[src/rtl/vga_sync_rx.sv]
// VGA sync receiver: recovers pixel coordinates from active-low hsync/vsync,
// measures line/frame lengths and locks once the timing matches the parameters.
module vga_sync_rx #(
   parameter int unsigned H_PW        = 96,
   parameter int unsigned H_BP        = 48,
   parameter int unsigned H_DISP      = 640,
   parameter int unsigned H_FP        = 16,
   parameter int unsigned V_PW        = 2,
   parameter int unsigned V_BP        = 33,
   parameter int unsigned V_DISP      = 480,
   parameter int unsigned V_FP        = 10,
   parameter int unsigned LOCK_FRAMES = 2
) (
   input  logic        clk,
   input  logic        rst_n,
   input  logic        pix_en,
   input  logic        hsync,
   input  logic        vsync,
   output logic [10:0] x,
   output logic [10:0] y,
   output logic        active,
   output logic        locked,
   output logic [10:0] h_total,
   output logic [10:0] v_total
);

   localparam logic [10:0] H_S    = 11'(H_PW + H_BP + H_DISP + H_FP);
   localparam logic [10:0] V_S    = 11'(V_PW + V_BP + V_DISP + V_FP);
   localparam logic [10:0] H_OFF  = 11'(H_PW + H_BP);
   localparam logic [10:0] V_OFF  = 11'(V_PW + V_BP);
   localparam logic [10:0] H_ACT  = 11'(H_DISP);
   localparam logic [10:0] V_ACT  = 11'(V_DISP);
   localparam logic [10:0] H_PW_W = 11'(H_PW);
   localparam logic [3:0]  LOCK_N = 4'(LOCK_FRAMES);
   localparam logic [10:0] C_MAX  = '1;

   typedef enum logic [1:0] {SEARCH, TRACK, LOCKED} state_t;

   state_t      state;
   logic        hs_q;
   logic        vs_line;
   logic [10:0] h_cnt;
   logic [10:0] v_cnt;
   logic [10:0] hpw;
   logic [3:0]  good;
   logic        frame_ok;

   logic        hs_fall, vs_fall, line_ok, frame_len_ok, in_disp, overflow;
   logic [10:0] h_inc, v_inc, h_cnt_nx, v_cnt_nx, hpw_nx, x_nx, y_nx;

   always_comb begin
      hs_fall      = hs_q & ~hsync;
      vs_fall      = hs_fall & ~vsync & vs_line;
      h_inc        = (h_cnt == C_MAX) ? C_MAX : h_cnt + 11'd1;
      v_inc        = (v_cnt == C_MAX) ? C_MAX : v_cnt + 11'd1;
      line_ok      = (h_cnt + 11'd1 == H_S) && (hpw == H_PW_W);
      frame_len_ok = (v_cnt + 11'd1 == V_S);
      h_cnt_nx     = hs_fall ? '0 : h_inc;
      v_cnt_nx     = vs_fall ? '0 : (hs_fall ? v_inc : v_cnt);
      // the falling sample itself is the first pulse sample of the new line
      hpw_nx       = hs_fall ? 11'd1 : ((!hsync && hpw != C_MAX) ? hpw + 11'd1 : hpw);
      x_nx         = h_cnt_nx - H_OFF;
      y_nx         = v_cnt_nx - V_OFF;
      in_disp      = (x_nx < H_ACT) && (y_nx < V_ACT);
      overflow     = (h_cnt_nx == C_MAX) || (v_cnt_nx == C_MAX);
   end

   always_ff @(posedge clk) begin
      if (!rst_n) begin
         state    <= SEARCH;
         hs_q     <= 1'b1;
         vs_line  <= 1'b1;
         h_cnt    <= '0;
         v_cnt    <= '0;
         hpw      <= '0;
         good     <= '0;
         frame_ok <= 1'b0;
         x        <= '0;
         y        <= '0;
         active   <= 1'b0;
         locked   <= 1'b0;
         h_total  <= '0;
         v_total  <= '0;
      end else if (pix_en) begin
         hs_q  <= hsync;
         h_cnt <= h_cnt_nx;
         v_cnt <= v_cnt_nx;
         hpw   <= hpw_nx;
         x     <= x_nx;
         y     <= y_nx;
         if (hs_fall) begin
            vs_line <= vsync;
            h_total <= h_cnt + 11'd1;
         end
         if (vs_fall) v_total <= v_cnt + 11'd1;
         if (vs_fall)                 frame_ok <= 1'b1;
         else if (hs_fall && !line_ok) frame_ok <= 1'b0;

         // locked/active are registered from the next state so they line up with x/y
         if (overflow) begin
            state  <= SEARCH;
            good   <= '0;
            locked <= 1'b0;
            active <= 1'b0;
         end else begin
            case (state)
               SEARCH: begin
                  locked <= 1'b0;
                  active <= 1'b0;
                  if (vs_fall) begin
                     state <= TRACK;
                     good  <= '0;
                  end
               end
               TRACK: begin
                  locked <= 1'b0;
                  active <= 1'b0;
                  if (vs_fall) begin
                     if (frame_ok && line_ok && frame_len_ok) begin
                        good <= good + 4'd1;
                        if (good + 4'd1 == LOCK_N) begin
                           state  <= LOCKED;
                           locked <= 1'b1;
                           active <= in_disp;
                        end
                     end else begin
                        good <= '0;
                     end
                  end
               end
               LOCKED: begin
                  if ((hs_fall && !line_ok) || (vs_fall && !frame_len_ok)) begin
                     state  <= TRACK;
                     good   <= '0;
                     locked <= 1'b0;
                     active <= 1'b0;
                  end else begin
                     locked <= 1'b1;
                     active <= in_disp;
                  end
               end
               default: begin
                  state  <= SEARCH;
                  good   <= '0;
                  locked <= 1'b0;
                  active <= 1'b0;
               end
            endcase
         end
      end
   end

endmodule
[config.mk]
export PLATFORM = sky130hd
export DESIGN_NAME = vga_sync_rx
export DESIGN_NICKNAME = d
export VERILOG_FILES = /design/src/rtl/vga_sync_rx.sv
export SDC_FILE = /design/constraint.sdc
export NUM_CORES = 1
export LEC_CHECK = 0
export ABC_AREA = 0
export CAP_MARGIN = 20
export CORE_AREA = 4 4 73 142
export DETAILED_ROUTE_END_ITERATION = 8
export DIE_AREA = 0 0 77 146
export PLACE_DENSITY = 0.9
export SYNTH_ARGS = -nofsm -noshare
export SYNTH_HDL_FRONTEND = slang
export SYNTH_SLANG_ARGS = --single-unit
[constraint.sdc]
create_clock -name clk -period 4 [get_ports clk]
set_input_delay 1 -clock clk [delete_from_list [all_inputs] [get_ports clk]]
set_output_delay 1 -clock clk [all_outputs]
set_load 0.05 [all_outputs]
==> reports/metrics.cfg, run 1 <==
[global_route]
grt_pass1_wl_mm=25.2
grt.met1_usage_pct=27.2
grt_use_total_pct=28.2
grt_pass1_vias=5132
globalRouteOverflowTotal=0
grt-busiest-layer=met2
grt_use_met2_pct=50.6
antenna_found_initial=0
grt_max_degree=42
grt_use_met3_pct=4.89

[critical_path]
start_kind=primary input
rr_worst_depth=9
crit_chain=clkdlybuf4s50_1 -> and2b_1 -> nand2_1 -> a21oi_1 -> nor2_1 -> ha_1 -> nor2b_1 -> nand4_1 -> nor4b_1 -> a221o_2 -> o21ai_1 -> a31o_1
path_delay_family=simple AND/OR/NAND/NOR gates
cp_slowest_cell=clkdlybuf4s50_1
worst_setup_path_end_kind=flip-flop
path_max_fanout=7
cp.required_ns=4.24
max_stage_delay_ns=0.61
arrival_ns=3.87
path_buf_inv=1
crit_type=primary input to flip-flop
cp.depth=12

[timing]
fmax_ghz=0.275
hold_ws_ns=0.454
finalHoldViolCount=0
finalCriticalPeriod_ns=3.63
report.final.slew_viol_count=0
setup_viol=0
fin_skew_ns=0.00615
fin_setup_tns_ns=0
rsz0062_at_grt=no
period_share_pct=90.8
setup_ws_ns=0.368
relSlewSlack_pct=43.9
worst_pin_slew_ns=0.841

[die]
start_util_pct=55.9
row_count=50
io_pins=51
die_area_sq_mm=0.0112
die_w_um=77
core_area_sq_mm=0.00932
fp.dieH_um=146

[final_layout]
nets=682
drive_above_1_share_pct=10.6
stdcell_count=772
synthToLayoutAreaGrowth_pct=17.8
final_util_pct=65.9
n_antenna_cell=0

[synthesis]
syn-num-nets=646
ys_seq_area_share_pct=32.2
yosys-top-cells-area=dfxtp_1 (32%), nor2_1 (5.7%), mux2i_1 (4.2%)
synth_top_area_share_pct=32.2
synth.most_common_cell=dfxtp_1
ys.flop_type=dfxtp_1
avgSynthCellArea_sq_um=8.32
synth_commonest_cells=dfxtp_1 (84), nor2_1 (79), nand2_1 (47), a21oi_1 (36), a211oi_1 (27)
syn_inst=627
synth_edf_count=0
asyncSetResetFlopFracSynth_pct=0
synth_cell_type_count=76
synth_seq_cells=84
netlist_area_sq_mm=0.00522
yosysWarnings=0
yosysTopAreaCell=dfxtp_1

[cts]
hold_buffers=0
root_buffer=clkbuf_16
numCtsBuffers=9
htreeDepth=3
clk_pin_slew_ns=0.06
postCtsSetupBuffers=0
clock_path_buffers=2
insertion_delay_ns=0.35
cts_tree=done
cts.sinks=84
cts_resized=0

[pwr]
vdd_drop_max_v=0.000254
power.leakage_nw=2.20
power_density_mw_per_mm2=372

[job]
max-cap-violations=0

[placement]
gp_congestion=0.993
dp.final_hpwl_mm=11.4
portBuffers=50
dp_slack_ns=0.105
placed_cells=756

[route]
vias=5239
ant_nets=0
via_per_inst=6.79
drt_iter0_markers=653
avgRoutedWirePerCell_um=20.6
drcViolationCount=0
drt_wl_total_mm=15.9
dr.pass1.iters=7

[hold_path]
hold_path_class=flip-flop to flip-flop
whs_path_depth=2

[status]
status=finished, final reports clean

kinds of logic after synthesis:
group / after synthesis / share of synthesized area, %
muxes: 22 / 4.22
xor gates and xnor gates: 30 / 5.04
adders and majority gates: 14 / 3.36
DFF: 84 / 32.2
buffers and inverters: 69 / 6.36
AOI/OAI and AO/OA: 160 / 23.2
and+or+nand+nor: 248 / 25.6
power by group:
part / switching (mW) / internal [mW]
clock network: 0.352 / 0.675
logic: 0.238 / 0.121
registers: 0.0264 / 0.871
total: 0.617 / 1.67
tightest hold or removal path, stage by stage, from the launching register on:
cell	delay [ns]
dfxtp_1	0.31
nand2_1	0.05
a21oi_1	0.05
sequential cells by signal, indices dropped and copies added, names as in the netlist, 2 cells and up:
name	flops
v_total	11
state	2
hpw	11
h_cnt	7
x	11
h_total	11
y	11
v_cnt	11
good	4
per-stage QoR:
step,cell area (sq um),power [mW]
after floorplan,5220,1.15
after global placement,5780,1.26
after detailed placement,5780,1.27
after CTS,6140,2.28
after global routing,6140,2.35
final,6140,2.28
path summary, 6_finish.rpt:
path                      to        from  slack [ns]
setup / recovery     good[2]       hsync        0.37
hold / removal    v_total[1]  v_total[1]        0.45
setup reg to reg      locked        x[0]        0.41
hold reg to reg   v_total[1]  v_total[1]        0.45
cell usage in the layout, fill, tap and decap left out, types with 16 or more instances in the layout:
master            n
o21ai_0          24
inv_1            16
clkdlybuf4s50_1  49
dfxtp_1          84
mux2i_1          22
nor2_1           79
buf_4            27
a21oi_1          36
a211oi_1         27
nor3_1           20
xnor2_1          16
nand2_1          47
routing by layer:
metal  routed length (um)  share of wire, %
met5                    0                 0
met4                 1350               8.5
met3                 1020               6.4
met2                 8380                53
met1                 5150                32
cell type report:
class / instances / area [sq um]
clock inverters: 6 / 136
well taps: 104 / 130
repair buffers: 77 / 698
multi-input cells: 474 / 3200
fillers: 747 / 3180
flip-flops and latches: 84 / 1680
clock buffers: 10 / 229
inverters: 17 / 63.8
Power figures use the tool's default switching activity.
==> run 2, diff against run 1 <==
Settings changed: CORE_AREA 4 4 73 142 to 4 4 76 149, CTS_CLUSTER_SIZE set to 24, DIE_AREA 0 0 77 146 to 0 0 80 153, PLACE_DENSITY 0.9 to 0.87.
Clock period 4 ns to 3.1 ns, I/O delays scaled along.
==> reports/metrics.cfg, run 2 (synthesis gave the netlist of run 1 again) <==
[status]
status=finished, final reports clean  ; unchanged

[global_route]
grt_pass1_wl_mm=25.5  ; was 25.2 mm
grt_use_total_pct=26.2  ; was 28.2%
grt-busiest-layer=met2  ; unchanged
grt_max_degree=70  ; was 42
antenna_found_initial=0  ; unchanged
grt_use_met2_pct=46.5  ; was 50.6%
grt.met1_usage_pct=28.0  ; was 27.2%
grt_pass1_vias=5169  ; was 5132
grt_use_met3_pct=4.36  ; was 4.89%
globalRouteOverflowTotal=0  ; unchanged

[route]
dr.pass1.iters=5  ; was 7
via_per_inst=6.07  ; was 6.79
drcViolationCount=0  ; unchanged
avgRoutedWirePerCell_um=18.4  ; was 20.6 um
ant_nets=0  ; unchanged
drt_wl_total_mm=16.0  ; was 15.9 mm
vias=5295  ; was 5239
drt_iter0_markers=428  ; was 653

[placement]
postPlaceCellArea_sq_mm=0.00635  ; was 0.00578 sq mm
gp_congestion=0.964  ; was 0.993
dp.final_hpwl_mm=12.2  ; was 11.4 mm
dp_slack_ns=-0.461  ; was 0.105 ns
placed_cells=853  ; was 756
portBuffers=50  ; unchanged

[cts]
numCtsBuffers=9  ; unchanged
root_buffer=clkbuf_16  ; unchanged
insertion_delay_ns=0.35  ; about the same
cts_tree=done  ; unchanged
htreeDepth=3  ; unchanged
cts.sinks=84  ; unchanged
clk_pin_slew_ns=0.06  ; about the same
clock_path_buffers=2  ; unchanged

[job]
max-cap-violations=0  ; unchanged

[hold_path]
hold_path_class=flip-flop to flip-flop  ; unchanged

[final_layout]
drive_above_1_share_pct=21.3  ; was 10.6%
n_antenna_cell=0  ; unchanged
nets=751  ; was 682
final_common_cell=buf_4  ; was dfxtp_1
stdcell_count=872  ; was 772
fin_area_sq_mm=0.00679  ; was 0.00614 sq mm
synthToLayoutAreaGrowth_pct=30.2  ; was 17.8%
layout_common_cells=buf_4 (93), dfxtp_1 (84), nor2_1 (78)  ; was dfxtp_1 (84), nor2_1 (79), clkdlybuf4s50_1 (49)

[timing]
setup_ws_ns=0.0708  ; was 0.368 ns
report.final.slew_viol_count=0  ; unchanged
fin_skew_ns=0.00695  ; was 0.00615 ns
worst_pin_slew_ns=0.529  ; was 0.841 ns
finalHoldViolCount=0  ; unchanged
period_share_pct=97.7
setup_viol=0  ; unchanged
finalCriticalPeriod_ns=3.03
fmax_ghz=0.330
rsz0062_at_grt=yes  ; was no
relSlewSlack_pct=64.6  ; was 43.9%

[pwr]
power_switching_uw=837  ; was 617 uW
swShare_pct=29.1  ; was 27.0%
vdd_drop_max_v=0.000317  ; was 0.000254 V
power_density_mw_per_mm2=423  ; was 372 mW/mm^2
clockPowerShare_pct=42.1  ; was 45.0%
power.leakage_nw=2.57  ; was 2.20 nW
combPwrFrac_pct=17.7  ; was 15.7%
p_int_mw=2.03  ; was 1.67 mW
seqPwrFrac_pct=40.1  ; was 39.3%

[critical_path]
path_max_fanout=5  ; was 7
cpMostUsedCell=buf_4
cp_slowest_cell=or4_1  ; was clkdlybuf4s50_1
worst_setup_path_end_kind=flip-flop  ; unchanged
path_buf_inv=3  ; was 1
start_kind=primary input  ; unchanged
max_stage_delay_ns=0.56  ; was 0.61 ns
cp.required_ns=3.32  ; was 4.24 ns
arrival_ns=3.25  ; was 3.87 ns
crit_type=primary input to flip-flop  ; unchanged
crit_chain=clkdlybuf4s50_1 -> and2b_1 -> buf_4 -> o221a_2 -> ha_2 -> buf_4 -> or4_1 -> o211ai_1 -> a211o_1 -> o22ai_1  ; was clkdlybuf4s50_1 -> and2b_1 -> nand2_1 -> a21oi_1 -> nor2_1 -> ha_1 -> nor2b_1 -> nand4_1 -> nor4b_1 -> a221o_2 -> o21ai_1 -> a31o_1
path_delay_family=buffers and inverters  ; was simple AND/OR/NAND/NOR gates

[die]
die_w_um=80  ; was 77 um
row_count=52  ; was 50
die_area_sq_mm=0.0122  ; was 0.0112 sq mm
fp.dieH_um=153  ; was 146 um
start_util_pct=51.4  ; was 55.9%
core_area_sq_mm=0.0101  ; was 0.00932 sq mm
io_pins=51  ; unchanged

[run 2: cell types whose count changed in the layout (fill, tap and decap cells not counted), sizes merged]
cell / before / now
inv: 17 / 21
buf: 28 / 97
clkbuf: 10 / 9
clkinvlp: 1 / 0
bufinv: 4 / 2
[run 2: worst reg2reg max path, cell delays in order, from the launching register on]
cell       delay, ns
dfxtp_1         0.42
ha_1            0.32
buf_4           0.19
nand2_1         0.13
nor3_4          0.28
o2111ai_2       0.19
nor4b_4         0.37
o211ai_1        0.17
a221o_2         0.42
buf_4           0.15
a31o_1          0.19
[run 2: cell type report]
class / count / area, sq um
clock inverters: 7 / 106
flip-flops and latches: 84 / 1680
well taps: 135 / 169
inverters: 17 / 63.8
clock buffers: 9 / 225
fillers: 840 / 3360
repair buffers: 146 / 1250
multi-input cells: 474 / 3290
[run 2: metal layers]
metal  wire (um)  vias to the layer above
met5           0                        -
met4         937                        0
met3         718                       68
met2        8410                      210
met1        5940                     2504
li1            -                     2513
[run 2: what timing repair did]
action,in CTS,in global routing
pin swaps,0,4
endpoints found under the setup margin,1,10
hold buffers,0,0
gates resized for setup,1,16
buffers inserted,0,3
[run 2: metrics by stage]
step	power, mW	utilization [%]	hold WS [ns]	setup TNS, ns
6_report	2.87	66.9	0.452	0
5_1_grt	2.95	66.9	0.471	-0.167
4_1_cts	2.87	65.8	0.455	0
3_5_place_dp	1.67	62.5	0.446	-3.38
3_3_place_gp	1.66	62.5	0.446	-2.82
2_1_floorplan	1.49	-	0.453	0
[run 2: worst paths after layout]
kind,cells after the start,start,slack (ns),endpoint
max,10,hsync,0.07,active
min,2,h_total[1],0.45,h_total[1]
max reg2reg,10,x[1],0.18,good[3]
min reg2reg,2,h_total[1],0.45,h_total[1]
[run 2: power by group through the flow]
stage	sequential [mW]	clock, mW	combinational [mW]
floorplan	1.29	0	0.203
global placement	1.17	0	0.485
detailed placement	1.18	0	0.494
CTS	1.15	1.22	0.496
global route	1.16	1.25	0.537
finish	1.15	1.21	0.509
==> run 3, diff against run 2 <==
Settings changed: ABC_AREA 0 to not set, CTS_CLUSTER_SIZE 24 to 14, GPL_TIMING_DRIVEN set to 0.
==> reports/metrics.cfg, run 3 (synthesis gave the netlist of run 1 again) <==
[critical_path]
path_max_fanout=10  ; was 5
cp.required_ns=3.35  ; was 3.32 ns
arrival_ns=3.25  ; about the same
rr_worst_depth=14  ; was 10
crit_type=primary input to flip-flop  ; unchanged
worst_setup_path_end_kind=flip-flop  ; unchanged
start_kind=primary input  ; unchanged

[hold_path]
hold_path_class=flip-flop to flip-flop  ; unchanged
whs_path_depth=2  ; unchanged

[timing]
worst_pin_slew_ns=0.937  ; was 0.529 ns
fin_setup_tns_ns=0  ; unchanged
hold_ws_ns=0.466  ; was 0.452 ns
finalCriticalPeriod_ns=3.01  ; was 3.03 ns
period_share_pct=97.0  ; was 97.7%
fin_skew_ns=0.00570  ; was 0.00695 ns
setup_ws_ns=0.0923  ; was 0.0708 ns
setup_viol=0  ; unchanged
relSlewSlack_pct=37.5  ; was 64.6%
fmax_ghz=0.332  ; was 0.330 GHz
finalHoldViolCount=0  ; unchanged
report.final.slew_viol_count=0  ; unchanged

[status]
status=finished, final reports clean  ; unchanged

[pwr]
vdd_drop_max_v=0.000305  ; was 0.000317 V
design_power_total_mw=2.83  ; was 2.87 mW
power.leakage_nw=2.33  ; was 2.57 nW
power_density_mw_per_mm2=437  ; was 423 mW/mm^2

[placement]
gp_congestion=0.955  ; was 0.964
placed_cells=811  ; was 853
postPlaceCellArea_sq_mm=0.00587  ; was 0.00635 sq mm
dp.final_hpwl_mm=12.8  ; was 12.2 mm
portBuffers=49  ; was 50
dp_slack_ns=-1.14  ; was -0.461 ns

[final_layout]
final_common_cell=dfxtp_1  ; was buf_4
n_antenna_cell=0  ; unchanged
synthToLayoutAreaGrowth_pct=24.4  ; was 30.2%
drive_above_1_share_pct=15.8  ; was 21.3%
seqCellArea_sq_mm=0.00169  ; was 0.00168 sq mm
final_util_pct=63.9  ; was 66.9%
multi_input_area_sq_mm=0.00337  ; was 0.00329 sq mm
nets=715  ; was 751
layout_common_cells=dfxtp_1 (79), nor2_1 (76), clkdlybuf4s50_1 (47)  ; was buf_4 (93), dfxtp_1 (84), nor2_1 (78)
fin_area_sq_mm=0.00649  ; was 0.00679 sq mm
stdcell_count=836  ; was 872
nFillCells=873  ; was 840

[die]
row_count=52  ; unchanged
core_area_sq_mm=0.0101  ; unchanged
start_util_pct=51.4  ; unchanged
io_pins=51  ; unchanged
die_w_um=80  ; unchanged
die_area_sq_mm=0.0122  ; unchanged
fp.dieH_um=153  ; unchanged

[route]
dr.pass1.iters=6  ; was 5
drt_iter0_markers=663  ; was 428
drcViolationCount=0  ; unchanged
via_per_inst=6.45  ; was 6.07
drt_wl_total_mm=17.5  ; was 16.0 mm
vias=5390  ; was 5295
ant_nets=0  ; unchanged
avgRoutedWirePerCell_um=21.0  ; was 18.4 um

[cts]
htreeDepth=3  ; unchanged
root_buffer=clkbuf_16  ; unchanged
clk_pin_slew_ns=0.06  ; about the same
cts_tree=done  ; unchanged
clock_path_buffers=2  ; unchanged
numCtsBuffers=9  ; unchanged
insertion_delay_ns=0.35  ; about the same
hold_buffers=0  ; unchanged
cts.sinks=84  ; unchanged

[global_route]
grt_pass1_wl_mm=27.2  ; was 25.5 mm
globalRouteOverflowTotal=0  ; unchanged
grt_max_degree=15  ; was 70
antenna_found_initial=0  ; unchanged
grt_use_total_pct=28.6  ; was 26.2%
grt_pass1_vias=5330  ; was 5169

[job]
max-cap-violations=0  ; unchanged

run 3: changes by cell type in the layout (fill, tap and decap cells not counted), sizes merged, moves of 2 or more:
cell	delta
buf	-58
clkdlybuf4s50	-2
clkinvlp	+2
clkbuf	+24
inv	-4
run 3: final cells by class:
| class | count | share of cell area, % |
|---|---|---|
| well taps | 135 | 2.60 |
| repair buffers | 60 | 8.79 |
| flip-flops and latches | 84 | 26.1 |
| multi-input cells | 474 | 51.9 |
| inverters | 17 | 0.983 |
| plain buffers | 50 | 4.70 |
| clock buffers | 10 | 3.53 |
| clock inverters | 6 | 1.37 |
run 3: what timing repair did:
| item | CTS | global route |
|---|---|---|
| hold endpoints to repair | 0 | 0 |
| gates cloned | 0 | 0 |
| pin swaps | 2 | 11 |
| setup buffers | 2 | 9 |
| endpoints found under the setup margin | 16 | 9 |
| resized for setup | 30 | 30 |
run 3: routing by layer:
| metal | vias to the layer above | wire (um) | GRT usage (%) |
|---|---|---|---|
| li1 | 2435 | - | - |
| met1 | 2547 | 6110 | 30.1 |
| met2 | 309 | 8950 | 49.4 |
| met3 | 99 | 1320 | 5.59 |
| met4 | 0 | 1140 | 19.4 |
| met5 | - | 0 | 0 |
run 3: critical path, cell delays in order:
cell	delay [ns]
buf_2	0.18
nand2b_1	0.19
clkbuf_2	0.35
nor3_1	0.17
a211oi_2	0.43
nand4_1	0.29
nor4b_2	0.33
a221o_2	0.22
o21ai_1	0.08
a31o_1	0.21
run 3: power breakdown:
part	switching [mW]	total [mW]	internal [mW]
registers	0.0323	1.15	1.12
logic	0.338	0.509	0.171
clock network	0.466	1.17	0.706
run 3: path summary, 6_finish.rpt:
| path | from | endpoint | slack, ns |
|---|---|---|---|
| max | hsync | good[2] | 0.09 |
| min | v_total[1] | v_total[1] | 0.47 |
| max reg2reg | x[2] | active | 0.10 |
| min reg2reg | v_total[1] | v_total[1] | 0.47 |
